<file path="src/rtl/imem_boot_loader_if.sv">
// Byte-stream input and imem write port of the boot loader, bundled.
// master: the loader itself (accepts bytes, drives the write port).
// slave:  the host byte source and the imem write port on the far side.
interface imem_boot_loader_if;
    logic [7:0]  rx_data;
    logic        rx_valid;
    logic        rx_ready;
    logic        mem_we;
    logic [31:0] mem_addr;
    logic [31:0] mem_wdata;

    modport master (
        input  rx_data,
        input  rx_valid,
        output rx_ready,
        output mem_we,
        output mem_addr,
        output mem_wdata
    );

    modport slave (
        output rx_data,
        output rx_valid,
        input  rx_ready,
        input  mem_we,
        input  mem_addr,
        input  mem_wdata
    );
endinterface

</file>
<file path="src/rtl/imem_boot_loader.sv">
// Instruction-memory boot loader: receives a length-prefixed, XOR-checksummed
// byte frame, writes each big-endian word into imem and holds the CPU in reset
// until a clean image has been loaded.
//
// state  | meaning
// -------+-----------------------------------------------------------
// IDLE   | waiting for start after reset
// LEN_HI | expecting word count high byte
// LEN_LO | expecting word count low byte; range check of N
// DATA   | collecting the 4 bytes of the current word
// WRITE  | one-cycle imem write of the assembled word
// CHK    | expecting checksum byte, compared with XOR of data bytes
// DONE   | frame finished; done/error sticky until next start
module imem_boot_loader #(
    parameter logic [31:0] BASE_ADDR = 32'd0,
    parameter logic [31:0] ADDR_STEP = 32'd4,
    parameter int unsigned MAX_WORDS = 64
) (
    input  logic                       clk,
    input  logic                       reset,
    input  logic                       start,
    imem_boot_loader_if.master         bus,
    output logic                       cpu_reset,
    output logic                       busy,
    output logic                       done,
    output logic                       error
);

    typedef enum logic [2:0] {
        S_IDLE   = 3'd0,
        S_LEN_HI = 3'd1,
        S_LEN_LO = 3'd2,
        S_DATA   = 3'd3,
        S_WRITE  = 3'd4,
        S_CHK    = 3'd5,
        S_DONE   = 3'd6
    } state_t;

    state_t      state_q, state_d;
    logic [15:0] len_q, len_d;
    logic [15:0] idx_q, idx_d;
    logic [1:0]  byte_cnt_q, byte_cnt_d;
    logic [31:0] word_q, word_d;
    logic [7:0]  acc_q, acc_d;

    logic        rx_ready_q, rx_ready_d;
    logic        mem_we_q, mem_we_d;
    logic [31:0] mem_addr_q, mem_addr_d;
    logic [31:0] mem_wdata_q, mem_wdata_d;
    logic        cpu_reset_q, cpu_reset_d;
    logic        busy_q, busy_d;
    logic        done_q, done_d;
    logic        error_q, error_d;

    logic        take;
    logic [15:0] len_full;
    logic [31:0] word_full;
    logic [15:0] idx_inc;

    // A byte is consumed only when the registered ready meets a valid byte.
    assign take      = bus.rx_valid && rx_ready_q;
    assign len_full  = {len_q[15:8], bus.rx_data};
    assign word_full = {word_q[23:0], bus.rx_data};
    assign idx_inc   = idx_q + 16'd1;

    // State register and all registered outputs.
    always_ff @(posedge clk or negedge reset) begin
        if (!reset) begin
            state_q     <= S_IDLE;
            len_q       <= '0;
            idx_q       <= '0;
            byte_cnt_q  <= '0;
            word_q      <= '0;
            acc_q       <= '0;
            rx_ready_q  <= 1'b0;
            mem_we_q    <= 1'b0;
            mem_addr_q  <= BASE_ADDR;
            mem_wdata_q <= '0;
            cpu_reset_q <= 1'b1;
            busy_q      <= 1'b0;
            done_q      <= 1'b0;
            error_q     <= 1'b0;
        end else begin
            state_q     <= state_d;
            len_q       <= len_d;
            idx_q       <= idx_d;
            byte_cnt_q  <= byte_cnt_d;
            word_q      <= word_d;
            acc_q       <= acc_d;
            rx_ready_q  <= rx_ready_d;
            mem_we_q    <= mem_we_d;
            mem_addr_q  <= mem_addr_d;
            mem_wdata_q <= mem_wdata_d;
            cpu_reset_q <= cpu_reset_d;
            busy_q      <= busy_d;
            done_q      <= done_d;
            error_q     <= error_d;
        end
    end

    // Next-state, datapath updates, and outputs decoded from the next state so
    // that each registered output matches the state it is presented in.
    always_comb begin
        state_d     = state_q;
        len_d       = len_q;
        idx_d       = idx_q;
        byte_cnt_d  = byte_cnt_q;
        word_d      = word_q;
        acc_d       = acc_q;
        error_d     = error_q;
        mem_addr_d  = mem_addr_q;
        mem_wdata_d = mem_wdata_q;

        case (state_q)
            S_IDLE, S_DONE: begin
                if (start) begin
                    state_d    = S_LEN_HI;
                    error_d    = 1'b0;
                    idx_d      = '0;
                    byte_cnt_d = '0;
                    acc_d      = '0;
                end
            end
            S_LEN_HI: begin
                if (take) begin
                    len_d   = {bus.rx_data, len_q[7:0]};
                    state_d = S_LEN_LO;
                end
            end
            S_LEN_LO: begin
                if (take) begin
                    len_d = len_full;
                    if (32'(len_full) > MAX_WORDS) begin
                        error_d = 1'b1;
                        state_d = S_DONE;
                    end else if (len_full == 16'd0) begin
                        state_d = S_CHK;
                    end else begin
                        state_d = S_DATA;
                    end
                end
            end
            S_DATA: begin
                if (take) begin
                    word_d     = word_full;
                    acc_d      = acc_q ^ bus.rx_data;
                    byte_cnt_d = byte_cnt_q + 2'd1;
                    if (byte_cnt_q == 2'd3) begin
                        state_d     = S_WRITE;
                        mem_addr_d  = BASE_ADDR + 32'(idx_q) * ADDR_STEP;
                        mem_wdata_d = word_full;
                    end
                end
            end
            S_WRITE: begin
                idx_d   = idx_inc;
                state_d = (idx_inc == len_q) ? S_CHK : S_DATA;
            end
            S_CHK: begin
                if (take) begin
                    if (bus.rx_data != acc_q) begin
                        error_d = 1'b1;
                    end
                    state_d = S_DONE;
                end
            end
            default: begin
                state_d = S_IDLE;
            end
        endcase

        rx_ready_d  = (state_d == S_LEN_HI) || (state_d == S_LEN_LO) ||
                      (state_d == S_DATA)   || (state_d == S_CHK);
        busy_d      = rx_ready_d || (state_d == S_WRITE);
        mem_we_d    = (state_d == S_WRITE);
        done_d      = (state_d == S_DONE);
        cpu_reset_d = !((state_d == S_DONE) && !error_d);
    end

    assign bus.rx_ready  = rx_ready_q;
    assign bus.mem_we    = mem_we_q;
    assign bus.mem_addr  = mem_addr_q;
    assign bus.mem_wdata = mem_wdata_q;
    assign cpu_reset     = cpu_reset_q;
    assign busy          = busy_q;
    assign done          = done_q;
    assign error         = error_q;

endmodule

</file>
<file path="src/flat_wrapper.sv">
// flat-port wrapper written by rule: the top's interface ports become plain ports
module imem_boot_loader_flat 
#(
    parameter logic [31:0] BASE_ADDR = 32'd0,
    parameter logic [31:0] ADDR_STEP = 32'd4,
    parameter int unsigned MAX_WORDS = 64
)
  (clk, reset, start, cpu_reset, busy, done, error, bus_rx_data, bus_rx_valid, bus_rx_ready, bus_mem_we, bus_mem_addr, bus_mem_wdata);
  imem_boot_loader_if bus_i ();
  input  logic clk;
  input  logic reset;
  input  logic start;
  output logic cpu_reset;
  output logic busy;
  output logic done;
  output logic error;
  input wire logic [$bits(bus_i.rx_data)-1:0] bus_rx_data;
  input wire logic [$bits(bus_i.rx_valid)-1:0] bus_rx_valid;
  output wire logic [$bits(bus_i.rx_ready)-1:0] bus_rx_ready;
  output wire logic [$bits(bus_i.mem_we)-1:0] bus_mem_we;
  output wire logic [$bits(bus_i.mem_addr)-1:0] bus_mem_addr;
  output wire logic [$bits(bus_i.mem_wdata)-1:0] bus_mem_wdata;
  assign bus_i.rx_data = bus_rx_data;
  assign bus_i.rx_valid = bus_rx_valid;
  assign bus_rx_ready = bus_i.rx_ready;
  assign bus_mem_we = bus_i.mem_we;
  assign bus_mem_addr = bus_i.mem_addr;
  assign bus_mem_wdata = bus_i.mem_wdata;
  imem_boot_loader #(.BASE_ADDR(BASE_ADDR), .ADDR_STEP(ADDR_STEP), .MAX_WORDS(MAX_WORDS)) u_core (.clk(clk), .reset(reset), .start(start), .bus(bus_i), .cpu_reset(cpu_reset), .busy(busy), .done(done), .error(error));
endmodule
</file>
<file path="config.mk">
export PLATFORM = sky130hd
export DESIGN_NAME = imem_boot_loader_flat
export DESIGN_NICKNAME = d
export VERILOG_FILES = /design/src/rtl/imem_boot_loader_if.sv /design/src/rtl/imem_boot_loader.sv /design/src/flat_wrapper.sv
export SDC_FILE = /design/constraint.sdc
export NUM_CORES = 1
export LEC_CHECK = 0
export CAP_MARGIN = 20
export CORE_ASPECT_RATIO = 0.5
export CORE_MARGIN = 3
export CORE_UTILIZATION = 55
export DETAILED_ROUTE_END_ITERATION = 10
export PLACE_DENSITY = 0.8
export SLEW_MARGIN = 20
export SYNTH_ARGS = -nofsm -noshare
export SYNTH_HDL_FRONTEND = slang
export SYNTH_SLANG_ARGS = --single-unit
</file>
<file path="constraint.sdc">
create_clock -name clk -period 2.6 [get_ports clk]
set_input_delay 0.52 -clock clk [delete_from_list [all_inputs] [get_ports clk]]
set_output_delay 0.52 -clock clk [all_outputs]
set_load 0.005 [all_outputs]
</file>
==> results of run 1 <==
==> through the flow <==
step	hold WS, ps	utilization, %	std cells
after floorplan	224	-	570
after global placement	459	67.2	747
after detailed placement	463	67.2	747
after CTS	150	73.4	779
after global routing	159	73.4	779
final	121	73.4	779
==> placed cells by master (no fill, tap or decap), types with 3 or more instances in the layout <==
cell                                n
sky130_fd_sc_hd__xnor2_1           15
sky130_fd_sc_hd__and2_1             3
sky130_fd_sc_hd__and3_1             3
sky130_fd_sc_hd__nand3_1           17
sky130_fd_sc_hd__dfrtp_1          122
sky130_fd_sc_hd__a21oi_1            7
sky130_fd_sc_hd__o31ai_1            4
sky130_fd_sc_hd__or2_2              3
sky130_fd_sc_hd__conb_1            16
sky130_fd_sc_hd__nor2_1            29
sky130_fd_sc_hd__clkdlybuf4s50_1   64
sky130_fd_sc_hd__clkbuf_16         17
sky130_fd_sc_hd__a31oi_1            4
sky130_fd_sc_hd__nand4_1            6
sky130_fd_sc_hd__nand2b_1           7
sky130_fd_sc_hd__a211oi_1           3
sky130_fd_sc_hd__o211ai_1           3
sky130_fd_sc_hd__nor3_1             6
sky130_fd_sc_hd__inv_1             11
sky130_fd_sc_hd__xor2_1            17
sky130_fd_sc_hd__bufinv_16          3
sky130_fd_sc_hd__o21ai_0           49
sky130_fd_sc_hd__nand2_1           96
sky130_fd_sc_hd__mux2_2            57
sky130_fd_sc_hd__clkinv_4           4
sky130_fd_sc_hd__nor2b_1            4
sky130_fd_sc_hd__nor4_1             8
sky130_fd_sc_hd__buf_4             24
==> per-layer routing <==
layer / up-vias / wire length (um) / track usage (%)
met5: - / 0 / 0
met2: 161 / 6290 / 38.1
met1: 2175 / 6000 / 33.8
li1: 2030 / - / -
met4: 0 / 172 / 8.23
met3: 19 / 855 / 6.23
==> path summary, 6_finish.rpt <==
kind | start | end | depth (start not counted)
max | u_core.idx_q[3] | u_core.state_q[2] | 7
min in group clk | u_core.word_q[20] | u_core.word_q[20] | 2
min reg2reg | u_core.word_q[20] | u_core.word_q[20] | 2
min | reset | u_core.word_q[13] | 2
max reg2reg | u_core.idx_q[3] | u_core.state_q[2] | 7
max in group asynchronous | reset | u_core.idx_q[14] | 2
==> cell families (layout without fill, tap and decap cells) <==
group / count (synthesis) / after routing / share of synthesized area, %
AOI/OAI and AO/OA: 83 / 83 / 8.49
buffers and inverters: 58 / 132 / 5.04
xor gates and xnor gates: 32 / 32 / 4.85
and+or+nand+nor: 197 / 197 / 16.4
DFF: 123 / 123 / 53.3
adders and majority gates: 2 / 2 / 0.433
other: 1 / 16 / 0.0649
muxes: 59 / 59 / 11.5
==> power by group <==
group	total (uW)	switching [uW]	internal, uW	leakage, uW
Combinational	1870	934	932	0.00148
Sequential	2920	475	2450	0.00164
Clock	2420	878	1540	0.000294
==> cell type report <==
cell class	count	area, um2	area share, %
sequential	123	3080	42.7
multi-input combinational	389	2470	34.3
timing repair buffer	89	841	11.7
clock buffer	19	443	6.14
tap	135	169	2.34
clock inverter	13	168	2.32
inverter	11	41.3	0.573
==> state kept, by name (all words and copies together) (netlist names) <==
name and count:
u_core.bus.mem_wdata 32, u_core.word_q 24, u_core.done 1, u_core.state_q 3, u_core.bus.mem_addr 16, u_core.bus.mem_we 1, u_core.idx_q 16, u_core.bus.rx_ready 1
u_core.acc_q 8, u_core.len_q 16, u_core.error 1, u_core.byte_cnt_q 2, u_core.cpu_reset 1, u_core.busy 1
==> critical path: stages, from the launching register on <==
cell	delay (ps)
sky130_fd_sc_hd__dfrtp_1	530
sky130_fd_sc_hd__nand2_1	250
sky130_fd_sc_hd__nor3_1	310
sky130_fd_sc_hd__buf_4	190
sky130_fd_sc_hd__nor4bb_1	370
sky130_fd_sc_hd__o31ai_1	210
sky130_fd_sc_hd__a21o_1	220
sky130_fd_sc_hd__o31ai_2	220
==> metrics, run 1 <==
Final ANT Viol Nets=0; clock insertion delay at the later pin of the skew report=410 ps; Tot GR Track Use=24.5%; NumNets Final=645; Placeable Area=9820 um2; vias in the first global route=approximately 4300; setup clock skew after layout=9.15 ps; post-DR vias/cell=5.63; most frequent cells after synthesis=122 x sky130_fd_sc_hd__dfrtp_1, 97 x sky130_fd_sc_hd__nand2_1, 57 x sky130_fd_sc_hd__mux2_2, 49 x sky130_fd_sc_hd__o21ai_0, 30 x sky130_fd_sc_hd__nor2_1; pin count of the biggest net entering global routing=82; kind of critical path=flop to flop; worst-case setup slack after placement=114 ps; class of the tightest hold or removal check=primary input to asynchronous set/reset pin; die area=11900 um2; detailed-routing iteration count for the pre-antenna-repair pass=7; power per cell area=999 nW/um2; netlist area before placement=between 5000 and 6000 um2; number of I/O port buffers=65; number of max-slew violations in the final report=0; #FFs+latches synth=between 100 and 150; prevailing post-synth register cell=sky130_fd_sc_hd__dfrtp_1; drt initial violations=between 400 and 500; portion of the post-synthesis area used by sequential elements=53.3%; run status=complete, no violations; count of final setup violators=0; share of flip-flops with an asynchronous set or reset=100%; overall overflow remaining after global route=0; Final Hold Fails=0; top-level I/O count=82; data arrival at the endpoint of the critical path=2710 ps; overall power=a little over 7000 uW; Gate Count Post-Synth=between 500 and 600; highest net fanout along the worst path=9; initial core utilization=~60%; HPWL reported at the end of detailed placement=8970 um; shortest clock period the worst path allows after layout=2400 ps; maximum operating frequency=0.417 GHz; setup slack of the worst register-to-register path=200 ps; clock-pin slew reported for the worst setup and hold paths after clock tree synthesis=60 ps; cell area after layout=around 7200 um2; leakage power of the design=0.00341 uW; placement row count=25; vias after detailed routing=4385; Clock Path Buffers=2; share of the clock period used by the worst path after layout=around 92%; CTS H-tree lvls=4; chip height=78.5 um; count of hold-fix buffers inserted at cts=0; number of antenna violations at the first check in global routing=0; Worst-Margin Slew=574 ps; Fillers=726; setup TNS after final layout=0 ps; post-CTS setup buffers=0; share of layout cells above drive strength 1=19.6%; number of synthesis warnings=0; proportion of netlist area held by the largest area contributor=52.8%; Placed Area=6600 um2; number of synthesized flops with an enable pin=0; TritonCTS clock tree=yes; DIE WIDTH=151 um; Sinks on Clock Net=123; crit path setup slack, layout=200 ps; sort of element at the start of the critical path=flop; number of unique standard cell types used by synthesis=52; Peak VDD IR=0.619 mV; CTS buffer count=17; tightest slew margin relative to the limit=approximately three fifths; Resized cells post-CTS=0; Routed WL per cell=17.1 um; Post-route DRC=0; area delta synth->final=24.8%; most frequent cell after synthesis=sky130_fd_sc_hd__dfrtp_1; post-synthesis average cell area=10.4 um2; global-route wire length before repair=22400 um; leading post-synthesis cells by cell area=sky130_fd_sc_hd__dfrtp_1 53%, sky130_fd_sc_hd__mux2_2 11%, sky130_fd_sc_hd__nand2_1 6.3%, sky130_fd_sc_hd__o21ai_0 4.2%, sky130_fd_sc_hd__xor2_1 2.6%; Maximum Capacitance Violations=0; CP endpoint kind=flop; Final Routed Wirelength=13300 um; post-synthesis cell type with the largest combined area=sky130_fd_sc_hd__dfrtp_1; data required time of the critical path=2910 ps; Root Driver=sky130_fd_sc_hd__clkbuf_16; diode insertion count for antenna repair=0; setup repair after global routing missed its margin=no; global placer's final weighted congestion=0.923
No activity file was read; power rests on OpenSTA's default activity.
==> run 2: changes to the inputs <==
- PLACE_DENSITY: 0.8 -> not set
- PLACE_DENSITY_LB_ADDON: not set -> 0.12
==> metrics, run 2 (synthesized netlist as in run 1, its figures left out) <==
run status=complete, no violations (unchanged); diode insertion count for antenna repair=0 (unchanged); source of the critical timing path=u_core.idx_q[1] (was u_core.idx_q[3]); number of max-slew violations in the final report=0 (unchanged); power per cell area=1010 nW/um2 (was 999 nW/um2); Final Routed Wirelength=13400 um (was 13300 um); post-CTS setup buffers=0 (unchanged); vias after detailed routing=4410 (was 4385); Routed WL per cell=17.3 um (was 17.1 um); CTS H-tree lvls=4 (unchanged); CTS buffer count=17 (unchanged); clock insertion delay at the later pin of the skew report=410 ps (about the same); HPWL reported at the end of detailed placement=8750 um (was 8970 um); top-level I/O count=82 (unchanged); setup TNS after final layout=0 ps (unchanged); Worst-Margin Slew=839 ps (was 574 ps); global-route wire length before repair=22300 um (was 22400 um); switching power total=2200 uW (was 2290 uW); Final Hold Fails=0 (unchanged); DIE WIDTH=151 um (unchanged); kind of critical path=flop to flop (unchanged); share of power burned in combinational logic=25.3% (was 25.9%); max FFs per register=32 (unchanged); Clock Path Buffers=2 (unchanged); Post-route DRC=0 (unchanged); placement row count=25 (unchanged); part of the total power dissipated in the clock network=34.9% (was 33.5%); Tot GR Track Use=24.2% (was 24.5%); share of layout cells above drive strength 1=19.0% (was 19.6%); leakage power of the design=0.00344 uW (was 0.00341 uW); number of I/O port buffers=65 (unchanged); number of antenna violations at the first check in global routing=0 (unchanged); utilization after layout=73.9% (was 73.4%); TritonCTS clock tree=yes (unchanged); Resized cells post-CTS=0 (unchanged); tightest slew margin relative to the limit=43.9% (was 61.4%); Maximum Capacitance Violations=0 (unchanged); global placer's final weighted congestion=0.873 (was 0.923); die area=11900 um2 (unchanged); highest net fanout along the worst path=7 (was 9); cell-internal power=5140 uW (was 4920 uW); drt initial violations=281 (was 428); initial core utilization=58.9% (unchanged); data arrival at the endpoint of the critical path=2720 ps (was 2710 ps); maximum operating frequency=0.417 GHz (about the same); Root Driver=sky130_fd_sc_hd__clkbuf_16 (unchanged); area delta synth->final=25.6% (was 24.8%); NumNets Final=645 (unchanged); sequential share of power=39.7% (was 40.6%); most common library cell in the layout ignoring fill and taps=sky130_fd_sc_hd__dfrtp_1 (unchanged); setup clock skew after layout=9.93 ps (was 9.15 ps); Final ANT Viol Nets=0 (unchanged); reg2reg start=u_core.idx_q[1] (was u_core.idx_q[3]); data required time of the critical path=2910 ps (about the same); Sw Ratio=29.9% (was 31.7%); shortest clock period the worst path allows after layout=2400 ps (about the same); share of the clock period used by the worst path after layout=92.3% (about the same); overall power=7340 uW (was 7210 uW); detailed-routing iteration count for the pre-antenna-repair pass=5 (was 7); pin count of the biggest net entering global routing=52 (was 82); class of the tightest hold or removal check=primary input to asynchronous set/reset pin (unchanged); count of hold-fix buffers inserted at cts=0 (unchanged); overall overflow remaining after global route=0 (unchanged); clock-pin slew reported for the worst setup and hold paths after clock tree synthesis=50 ps (was 60 ps); Placeable Area=9820 um2 (unchanged); setup repair after global routing missed its margin=no (unchanged); most used cells in the layout excluding fill and tap cells=122 x sky130_fd_sc_hd__dfrtp_1, 96 x sky130_fd_sc_hd__nand2_1, 64 x sky130_fd_sc_hd__clkdlybuf4s50_1, 57 x sky130_fd_sc_hd__mux2_2, 49 x sky130_fd_sc_hd__o21ai_0 (unchanged); count of final setup violators=0 (unchanged); post-DR vias/cell=5.68 (was 5.63); Sinks on Clock Net=123 (unchanged); vias in the first global route=4395 (was 4276); chip height=78.5 um (unchanged); Peak VDD IR=0.576 mV (was 0.619 mV); sort of element at the start of the critical path=flop (unchanged); CP endpoint kind=flop (unchanged)
[run 2: cell types whose count changed in the layout (fill, tap and decap cells not counted), sizes merged]
cell	delta
bufinv	+2
clkinv	-3
inv	-2
clkbuf	+3
clkinvlp	-2
[run 2: path summary, 6_finish.rpt]
path / endpoint / slack [ps] / depth (start not counted)
max: u_core.state_q[2] / 200 / 7
min: u_core.len_q[4] / 100 / 1
max reg2reg: u_core.state_q[2] / 200 / 7
min reg2reg: u_core.word_q[22] / 470 / 2
max in group asynchronous: u_core.cpu_reset / 1820 / 2
min in group clk: u_core.word_q[22] / 470 / 2
[run 2: worst max-delay path, cell delays in order (launching register included)]
cell and delay, ps:
sky130_fd_sc_hd__dfrtp_1 430, sky130_fd_sc_hd__ha_1 320, sky130_fd_sc_hd__nand4_2 250, sky130_fd_sc_hd__nor4_1 450, sky130_fd_sc_hd__nand3b_1 160, sky130_fd_sc_hd__nand4_1 130, sky130_fd_sc_hd__a211o_1 320, sky130_fd_sc_hd__o31ai_2 240
[run 2: cell type report]
| type | instances | area, um2 |
|---|---|---|
| inverters | 11 | 41.3 |
| repair buffers | 89 | 866 |
| multi-input cells | 389 | 2470 |
| fillers | 715 | 2560 |
| clock inverters | 8 | 165 |
| flip-flops and latches | 123 | 3080 |
| well taps | 135 | 169 |
| clock buffers | 22 | 474 |
[run 2: per-layer routing]
layer	part of all wire [%]	track usage, %	vias to the layer above
met3	5.1	5.77	27
met1	45	32.8	2207
met5	0	0	-
li1	-	-	2031
met4	1.9	9.58	0
met2	48	37.9	145
[run 2: per-stage QoR]
step	cell area [um2]	cells	hold WS, ps	setup WS (ps)
floorplan	5840	570	224	344
global placement	6620	747	458	134
detailed placement	6620	747	460	84.6
CTS	7260	777	113	220
global route	7260	777	135	46.3
finish	7260	777	100	199
[run 2: power groups by stage]
stage,Clock (uW),Combinational (uW),Sequential (uW)
2_1_floorplan,0,1210,2770
3_3_place_gp,0,1780,2920
3_5_place_dp,0,1830,2920
4_1_cts,2580,1870,2910
5_1_grt,2680,2080,2980
6_report,2560,1860,2920
